[src/rtl/dm_pkg.sv]
// Shared types and default parameters for the accumulator computer data memory.
// Latency: n/a (declarations only).
// Backpressure: n/a (declarations only).
package dm_pkg;

    localparam int DM_MODE_W          = 2;
    localparam int DM_DATA_W_DEF      = 8;
    localparam int DM_ADDR_W_DEF      = 8;
    localparam int DM_STACK_LIMIT_DEF = 128;

    typedef enum logic [DM_MODE_W-1:0] {
        DM_DIR  = 2'b00,
        DM_IND  = 2'b01,
        DM_PUSH = 2'b10,
        DM_POP  = 2'b11
    } dm_mode_e;

endpackage

[src/rtl/dm_stack_ptr.sv]
// Stack pointer for the data memory: grows downward, SP names the next free slot.
// Latency: SP and flags update on the rising edge; sp_inc/push_ok/pop_blk are combinational from SP.
// Backpressure: none; with DM_STACK_CHECK_EN a full push / empty pop is dropped and flagged sticky.
module dm_stack_ptr #(
    parameter int ADDR_W      = 8,
    parameter int STACK_BASE  = 2**ADDR_W - 1,
    parameter int STACK_LIMIT = 128
) (
    input  logic              clk,
    input  logic              rst_n,
    input  logic              push,
    input  logic              pop,
    output logic [ADDR_W-1:0] sp,
    output logic [ADDR_W-1:0] sp_inc,
    output logic              push_ok,
    output logic              pop_blk,
    output logic              ovf,
    output logic              unf
);

    localparam logic [ADDR_W-1:0] EMPTY_SP = ADDR_W'(STACK_BASE);

    logic [ADDR_W-1:0] sp_q, sp_d;
    logic              pop_ok;

    assign sp     = sp_q;
    assign sp_inc = sp_q + ADDR_W'(1);

`ifdef DM_STACK_CHECK_EN
    localparam logic [ADDR_W-1:0] FULL_SP = ADDR_W'(STACK_LIMIT - 1);

    logic full, empty;
    logic ovf_q, ovf_d, unf_q, unf_d;

    // Guard the stack bounds and accumulate the sticky error flags.
    always_comb begin
        full    = (sp_q == FULL_SP);
        empty   = (sp_q == EMPTY_SP);
        push_ok = push & ~full;
        pop_ok  = pop & ~empty;
        pop_blk = pop & empty;
        ovf_d   = ovf_q | (push & full);
        unf_d   = unf_q | (pop & empty);
    end

    // Sticky flags clear only on reset.
    always_ff @(posedge clk or negedge rst_n) begin
        if (!rst_n) begin
            ovf_q <= 1'b0;
            unf_q <= 1'b0;
        end else begin
            ovf_q <= ovf_d;
            unf_q <= unf_d;
        end
    end

    assign ovf = ovf_q;
    assign unf = unf_q;
`else
    // Unchecked build: every push/pop moves SP, wrapping modulo 2**ADDR_W.
    always_comb begin
        push_ok = push;
        pop_ok  = pop;
        pop_blk = 1'b0;
    end

    assign ovf = 1'b0;
    assign unf = 1'b0;
`endif

    // Next SP: down on an accepted push, up on an accepted pop.
    always_comb begin
        sp_d = sp_q;
        if (push_ok) begin
            sp_d = sp_q - ADDR_W'(1);
        end else if (pop_ok) begin
            sp_d = sp_inc;
        end
    end

    // SP register, reset to the top of the stack region.
    always_ff @(posedge clk or negedge rst_n) begin
        if (!rst_n) begin
            sp_q <= EMPTY_SP;
        end else begin
            sp_q <= sp_d;
        end
    end

endmodule

[src/rtl/data_memory_stack.sv]
// Data memory with direct, indirect and hardware-stack (PUSH/POP) access; optional bound checks via DM_STACK_CHECK_EN.
// Latency: reads are combinational (0 cycles, no write bypass); writes and SP updates take effect at the rising edge.
// Backpressure: none, one access per clock; en qualifies PUSH/POP only, we qualifies DIR/IND writes only.
module data_memory_stack
    import dm_pkg::*;
#(
    parameter int DATA_W      = DM_DATA_W_DEF,
    parameter int ADDR_W      = DM_ADDR_W_DEF,
    parameter int STACK_BASE  = 2**ADDR_W - 1,
    parameter int STACK_LIMIT = DM_STACK_LIMIT_DEF
) (
    input  logic                 clk,
    input  logic                 rst_n,
    input  logic                 en,
    input  logic [DM_MODE_W-1:0] mode,
    input  logic                 we,
    input  logic [ADDR_W-1:0]    dir,
    input  logic [ADDR_W-1:0]    ind,
    input  logic [DATA_W-1:0]    wdata,
    output logic [DATA_W-1:0]    rdata,
    output logic [ADDR_W-1:0]    sp,
    output logic                 ovf,
    output logic                 unf
);

    localparam int DEPTH = 2**ADDR_W;

    logic [DATA_W-1:0] mem [DEPTH];

    dm_mode_e          mode_e;
    logic              push, pop, push_ok, pop_blk;
    logic [ADDR_W-1:0] sp_inc;
    logic [ADDR_W-1:0] acc_addr;
    logic              wr_en;
    logic [ADDR_W-1:0] wr_addr;
    logic [DATA_W-1:0] wr_dat;

    assign mode_e = dm_mode_e'(mode);
    assign push   = en & (mode_e == DM_PUSH);
    assign pop    = en & (mode_e == DM_POP);

    dm_stack_ptr #(
        .ADDR_W      (ADDR_W),
        .STACK_BASE  (STACK_BASE),
        .STACK_LIMIT (STACK_LIMIT)
    ) u_sp (
        .clk     (clk),
        .rst_n   (rst_n),
        .push    (push),
        .pop     (pop),
        .sp      (sp),
        .sp_inc  (sp_inc),
        .push_ok (push_ok),
        .pop_blk (pop_blk),
        .ovf     (ovf),
        .unf     (unf)
    );

    // Select the access address and the single write port's controls.
    always_comb begin
        acc_addr = (mode_e == DM_IND) ? ind : dir;
        wr_en    = 1'b0;
        wr_addr  = acc_addr;
        wr_dat   = wdata;
        case (mode_e)
            DM_DIR, DM_IND: wr_en = we;
            DM_PUSH: begin
                wr_en   = push_ok;
                wr_addr = sp;
            end
            default: wr_en = 1'b0;
        endcase
    end

    // Read mux: addressed word for DIR/IND, top of stack otherwise; a blocked pop reads zero.
    always_comb begin
        rdata = '0;
        case (mode_e)
            DM_DIR, DM_IND: rdata = mem[acc_addr];
            default:        rdata = pop_blk ? '0 : mem[sp_inc];
        endcase
    end

    // Storage array; reset clears every word so an aborted access leaves nothing behind.
    always_ff @(posedge clk or negedge rst_n) begin
        if (!rst_n) begin
            for (int i = 0; i < DEPTH; i++) begin
                mem[i] <= '0;
            end
        end else if (wr_en) begin
            mem[wr_addr] <= wr_dat;
        end
    end

endmodule
[config.mk]
export PLATFORM = sky130hd
export DESIGN_NAME = data_memory_stack
export DESIGN_NICKNAME = d
export VERILOG_FILES = /design/src/rtl/dm_pkg.sv /design/src/rtl/dm_stack_ptr.sv /design/src/rtl/data_memory_stack.sv
export SDC_FILE = /design/constraint.sdc
export NUM_CORES = 2
export LEC_CHECK = 0
export BUFFER_PORTS_ARGS = -buffer_cell sky130_fd_sc_hd__buf_2
export CORE_MARGIN = 3
export CORE_UTILIZATION = 45
export CTS_CLUSTER_SIZE = 16
export DETAILED_ROUTE_END_ITERATION = 16
export PLACE_DENSITY = 0.58
export SYNTH_ARGS = -nofsm -noshare
export SYNTH_HDL_FRONTEND = slang
export SYNTH_SLANG_ARGS = --single-unit
export TNS_END_PERCENT = 30
[constraint.sdc]
create_clock -name clk -period 3.6 [get_ports clk]
set_input_delay 0.18 -clock clk [delete_from_list [all_inputs] [get_ports clk]]
set_output_delay 0.18 -clock clk [all_outputs]
set_load 0.02 [all_outputs]
### After elaboration in Yosys (flattened, before gate mapping)

Index checks and enable logic that the tools add are counted.

* reduce and logical (&&, ||, !) cells: 4
* mux-type cells: 15
* bitwise logic cells: 5
* $add $sub $neg: 2
* order comparisons: 4
* equal/unequal tests: 3

Operators with widths (number)
* 2048-bit bitwise mux: 1
* 8-bit binary-select mux with 8-bit select: 2
* 8-bit two-way mux: 10
* 8-bit demux with 8-bit select: 1
* 9-bit >= comparator (second input constant): 3
* 8-bit inverter with 9-bit output: 3
* 9-bit by 1-bit less-than comparator with 1-bit output (second input constant): 1
* 8-bit by 1-bit adder with 8-bit output (second input constant): 1
* 8-bit by 1-bit subtractor with 8-bit output (second input constant): 1
* 2-bit equality test (second input constant): 2
* 1-bit AND: 2
* 2-bit by 1-bit equality test with 1-bit output (second input constant): 1
* 2-bit logical NOT: 1
* 1-bit one-hot mux with 2 select lines: 1
* 2-bit nonzero test: 1
* 2-bit OR reduction: 1
* 1-bit logical AND: 1

* logic and storage cells: 290
* output and inout port bits: 18
* flip-flop bits (word level): 2056

### Longest topological paths before layout

* depth after elaboration: 9
* gate-level depth with buffers: 17
* mapped depth without buffers: 11

### By module

From an unflattened synthesis, not the netlist that was laid out.

* cell total of the unflattened synthesis: 8743
* area total of the unflattened synthesis: 111172.9 sq um

By module, submodules not included
* data_memory_stack: instances 1, area an instance 110554.8 sq um, cells each 8675
* dm_stack_ptr: instances 1, area an instance 618.1 sq um, cells each 68

### Least setup slack after synthesis

No wires, ideal clock.

* path type: reg-to-output
* from: register u_sp.sp_q[0], in the netlist u_sp.sp[0]
* to: output port rdata[3]
* stages on the path, launching flop included: 15
* path slack: -0.419 ns
* arrival: 3.839 ns
* data required time: 3.420 ns
* cells stage by stage: dfstp_2 buf_2 buf_6 inv_1 ha_1 buf_2 buf_2 clkbuf_1 clkbuf_1 mux4_2 mux4_2 a221oi_1 o22ai_1 o21ai_0 o221ai_1

* word-level cells in the longest chain between the ends: 6

RTL lines
* start, declared: line dm_stack_ptr.sv:23 `logic [ADDR_W-1:0] sp_q, sp_d;`
* start signal, assigned: line dm_stack_ptr.sv:86 `sp_q <= sp_d;`
* 8-bit by 1-bit adder with 8-bit output: line dm_stack_ptr.sv:27 `assign sp_inc = sp_q + ADDR_W'(1);`
* via sp_inc[0]: line data_memory_stack.sv:32 `logic [ADDR_W-1:0] sp_inc;`
* 8-bit inverter with 9-bit output (implied by the code): line data_memory_stack.sv:80 `default: rdata = pop_blk ? '0 : mem[sp_inc];`
* 8-bit binary-select mux with 8-bit select: line data_memory_stack.sv:80
* 8-bit two-way mux (implied by the code) (2 in a row): line data_memory_stack.sv:80
* 8-bit two-way mux: line data_memory_stack.sv:78 `case (mode_e)`
* end, declared: line data_memory_stack.sv:20 `output logic [DATA_W-1:0] rdata,`

The timed path passes the listed nets, and every way through them passes these cells. The select of a mux whose other input is x is not followed.

### Final worst setup path

* from: register u_sp.sp_q[0], in the netlist u_sp.sp[0]
* to: output port rdata[1]

The elaborated chain is that of the path after synthesis.

==> results.py <==
metrics = {
    "grt": {
        "overflow": 0,
        "grtUsageTotal": 0.3347,
        "grt_max_degree": 133,
        "grt_first_pass_wirelength_um": 615800,
        "antenna_found_initial": 18,
        "grt_pass1_vias": 83730,
    },
    "timing": {
        "rsz0062_at_grt": "true",
        "finalSetupTns_ns": -11.19,
        "max_freq_mhz": 197.9,
        "relSlewSlack": 0.1879,
        "worstMarginPinSlew_ns": 1.215,
        "skew_ns": 0.07104,
        "hold_violations": 0,
        "finalWorstSetupSlack_ns": -1.452,
        "drv_slew": 0,
        "report.final.setup_viol": 8,
        "layout_min_cycle_time_ns": 5.052,
        "finalCritPeriodShare": 1.403,
    },
    "cts": {
        "cts_root_buffer": "clkbuf_16",
        "cts_tree": "done",
        "htreeDepth": 4,
        "numCtsBuffers": 228,
        "cts_buffer_depth": 3,
        "cts.sinks": 2056,
        "insertion_delay_ns": 0.90,
        "clkTransAtPathRegs_ns": 0.05,
    },
    "power": {
        "leakagePower_nw": 61.60,
        "vdd_drop_max_mv": 0.5579,
        "power_frac_clock": 0.301,
        "p_sw_mw": 28.47,
        "p_seq_frac": 0.327,
        "powerDensity_nw_per_um2": 607.0,
        "switching_share": 0.3470,
        "power.internal_mw": 53.58,
        "power_frac_comb": 0.372,
    },
    "worst_setup_path": {
        "path_class": "reg -> out",
        "critPathRequiredTime_ns": 3.42,
        "arrival_ns": 4.87,
        "cp-end-kind": "output port",
        "critPathMaxFanout": 10,
        "cp-start-kind": "flop",
    },
    "cells_and_area": {
        "final_util": 0.5491,
        "nets": 9583,
        "nFillCells": 20360,
        "area_growth_pct": 21.31,
        "drive_gt1_frac": 0.4832,
    },
    "logic_synthesis": {
        "yosysSeqAreaShare": 0.4618,
        "syn_inst": 8635,
        "syn_area_um2": 111400,
        "synthArstFlopShare": 1.000,
        "synth_edf_count": 0,
        "ys_seq_elements": 2056,
        "yosysUniqueCellTypes": 77,
        "synth_area_per_cell_um2": 12.90,
        "synth_top_flop_cell": "dfrtp_1",
        "yosys_warnings": 0,
    },
    "floorplan": {
        "core_um2": 246200,
        "die-area_um2": 253600,
        "die_width_um": 503.6,
        "io_pins": 48,
        "row_count": 182,
        "die_h_um": 503.6,
        "start_util": 0.4526,
    },
    "route": {
        "routed_via_density": 6.481,
        "wl_met2_um": 188600,
        "wl_per_cell_um": 32.73,
        "met3_length_um": 42330,
        "wl_um": 427500,
        "top_layer": "met5",
        "drc_errors": 0,
        "antenna_left": 0,
        "drtIter0Drc": 10340,
        "dr.pass1.iters": 8,
        "routed-via-count": 84660,
        "met1_length_um": 169400,
    },
    "hold_path": {
        "hp-class": "in -> reg",
    },
    "flow_run": {
        "drv_cap": 0,
    },
    "placed_design": {
        "io_buffers": 45,
        "gp_congestion": 1.035,
        "dp_hpwl_um": 304100,
    },
    "run_status": {
        "violations": "setup timing",
        "status": "finished with violations",
    },
}
[power by group through the flow]
stage                     Combinational [mW]  Sequential (mW)  Clock, mW
after floorplan                         15.7             26.6          0
after global placement                  27.9             27.0          0
after detailed placement                28.2             27.2          0
after CTS                               28.8             26.8       25.0
after global routing                    31.4             27.0       25.9
final                                   30.5             26.8       24.7
[cell usage in the layout, fill, tap and decap left out, types with 115 or more instances in the layout]
cell type,Yosys,routed
dfrtp_1,2048,2048
mux2_2,1943,1943
nand2_1,1420,1418
buf_4,60,1048
mux4_2,771,771
nand3_1,407,406
buf_12,0,272
clkbuf_16,0,239
mux2i_1,147,142
a31oi_1,138,136
a32oi_1,118,115
[final timing paths]
path,slack (ns),end,depth (start not counted),startpoint
min,0.06,mem[1772],2,wdata[4]
max reg2reg,0.13,mem[733],8,u_sp.sp[0]
min in group asynchronous,0.21,mem[1939],3,rst_n
max in group asynchronous,2.42,mem[267],3,rst_n
max,-1.45,rdata[1],14,u_sp.sp[0]
min reg2reg,0.52,mem[1741],1,mem[1741]
[per-layer routing]
metal | vias up | global-route usage
met4 | 18 | 0.1734
met1 | 44610 | 0.4590
met5 | - | 0
met2 | 4585 | 0.4972
met3 | 1074 | 0.07789
li1 | 34380 | -
[sequential cells by signal, summed over array words and instances, names as in the netlist]
signal	flops
mem	2048
u_sp.sp	8
[cell type report]
class | instances | area (um^2) | area share
multi-input combinational | 5847 | 57140 | 0.4227
sequential | 2056 | 51460 | 0.3807
timing repair buffer | 1408 | 14420 | 0.1067
clock buffer | 342 | 6879 | 0.05089
tap | 3312 | 4144 | 0.03066
clock inverter | 80 | 1064 | 0.007868
inverter | 10 | 40.04 | 0.0002962
antenna | 7 | 17.52 | 0.0001296
[per-stage QoR]
stage	total power [mW]	area (um^2)	setup WS, ns	cells	hold WS [ns]
2_1_floorplan	42.29	111600	-0.008036	8636	-0.1156
3_3_place_gp	54.90	126200	-1.258	12600	0.1931
3_5_place_dp	55.31	126200	-1.151	12600	0.2002
4_1_cts	80.57	134600	-1.511	13040	0.03649
5_1_grt	84.38	135200	-1.494	13060	0.08798
6_report	82.05	135200	-1.452	13060	0.05512
[what timing repair did]
item,4_1_cts,5_1_grt
setup endpoints to repair,8,24
cloned,3,8
setup buffers,2,12
hold endpoints to repair,1220,0
pin swaps,4,11
hold buffers,8,0
gates resized for setup,36,57
[worst max-delay path: stages, from the launching register on]
cell and delay [ns]:
dfstp_4 0.64, inv_4 0.05, ha_4 0.39, buf_12 0.21
buf_4 0.16, clkbuf_16 0.18, mux4_2 0.32, mux4_2 0.54
a22o_4 0.31, a221oi_2 0.24, buf_4 0.16, o21ai_1 0.09
buf_4 0.16, o221a_4 0.31, buf_4 0.18
[Yosys cell counts (all sizes together) (5+ instances only)]
master,count,area share
a31oi,141,0.0081
dfrtp,2048,0.46
clkbuf,363,0.012
a22oi,47,0.0032
nor3,34,0.0022
o21a,7,0.00047
nor4,12,0.00067
buf,360,0.019
o31a,7,0.00055
a21oi,111,0.0052
or3,8,0.00045
xor2,11,0.00093
a2111oi,9,0.00071
inv,10,0.00034
and2,5,0.00028
mux2i,148,0.013
nor2,138,0.0063
and3,14,0.00079
nand2b,9,0.00051
a311oi,8,0.00063
o22ai,17,0.00095
mux2,2053,0.21
xnor2,6,0.00047
dfstp,8,0.0019
a221oi,50,0.0039
nand2,1449,0.049
a31o,7,0.00055
a32o,6,0.00054
a32oi,118,0.0093
a211oi,11,0.00074
nand4,108,0.0061
mux4,771,0.16
a22o,37,0.0029
or2,10,0.00056
nand3,407,0.018
o21ai,39,0.0018
o221ai,5,0.00039
[cells by family (layout without fill, tap and decap cells)]
group | count (synthesis) | in the layout | share of synthesized area
other | 1 | 9 | 0.00003366
multiplexers | 2972 | 2972 | 0.3768
adder cells (fa/ha/maj) | 2 | 2 | 0.0002245
flip-flops | 2056 | 2056 | 0.4618
XOR/XNOR | 17 | 17 | 0.001404
buffers and inverters | 733 | 1840 | 0.03119
AO/OA/AOI/OAI | 647 | 647 | 0.04198
AND/OR/NAND/NOR | 2207 | 2207 | 0.08657
(Power assumes the default switching activity.)
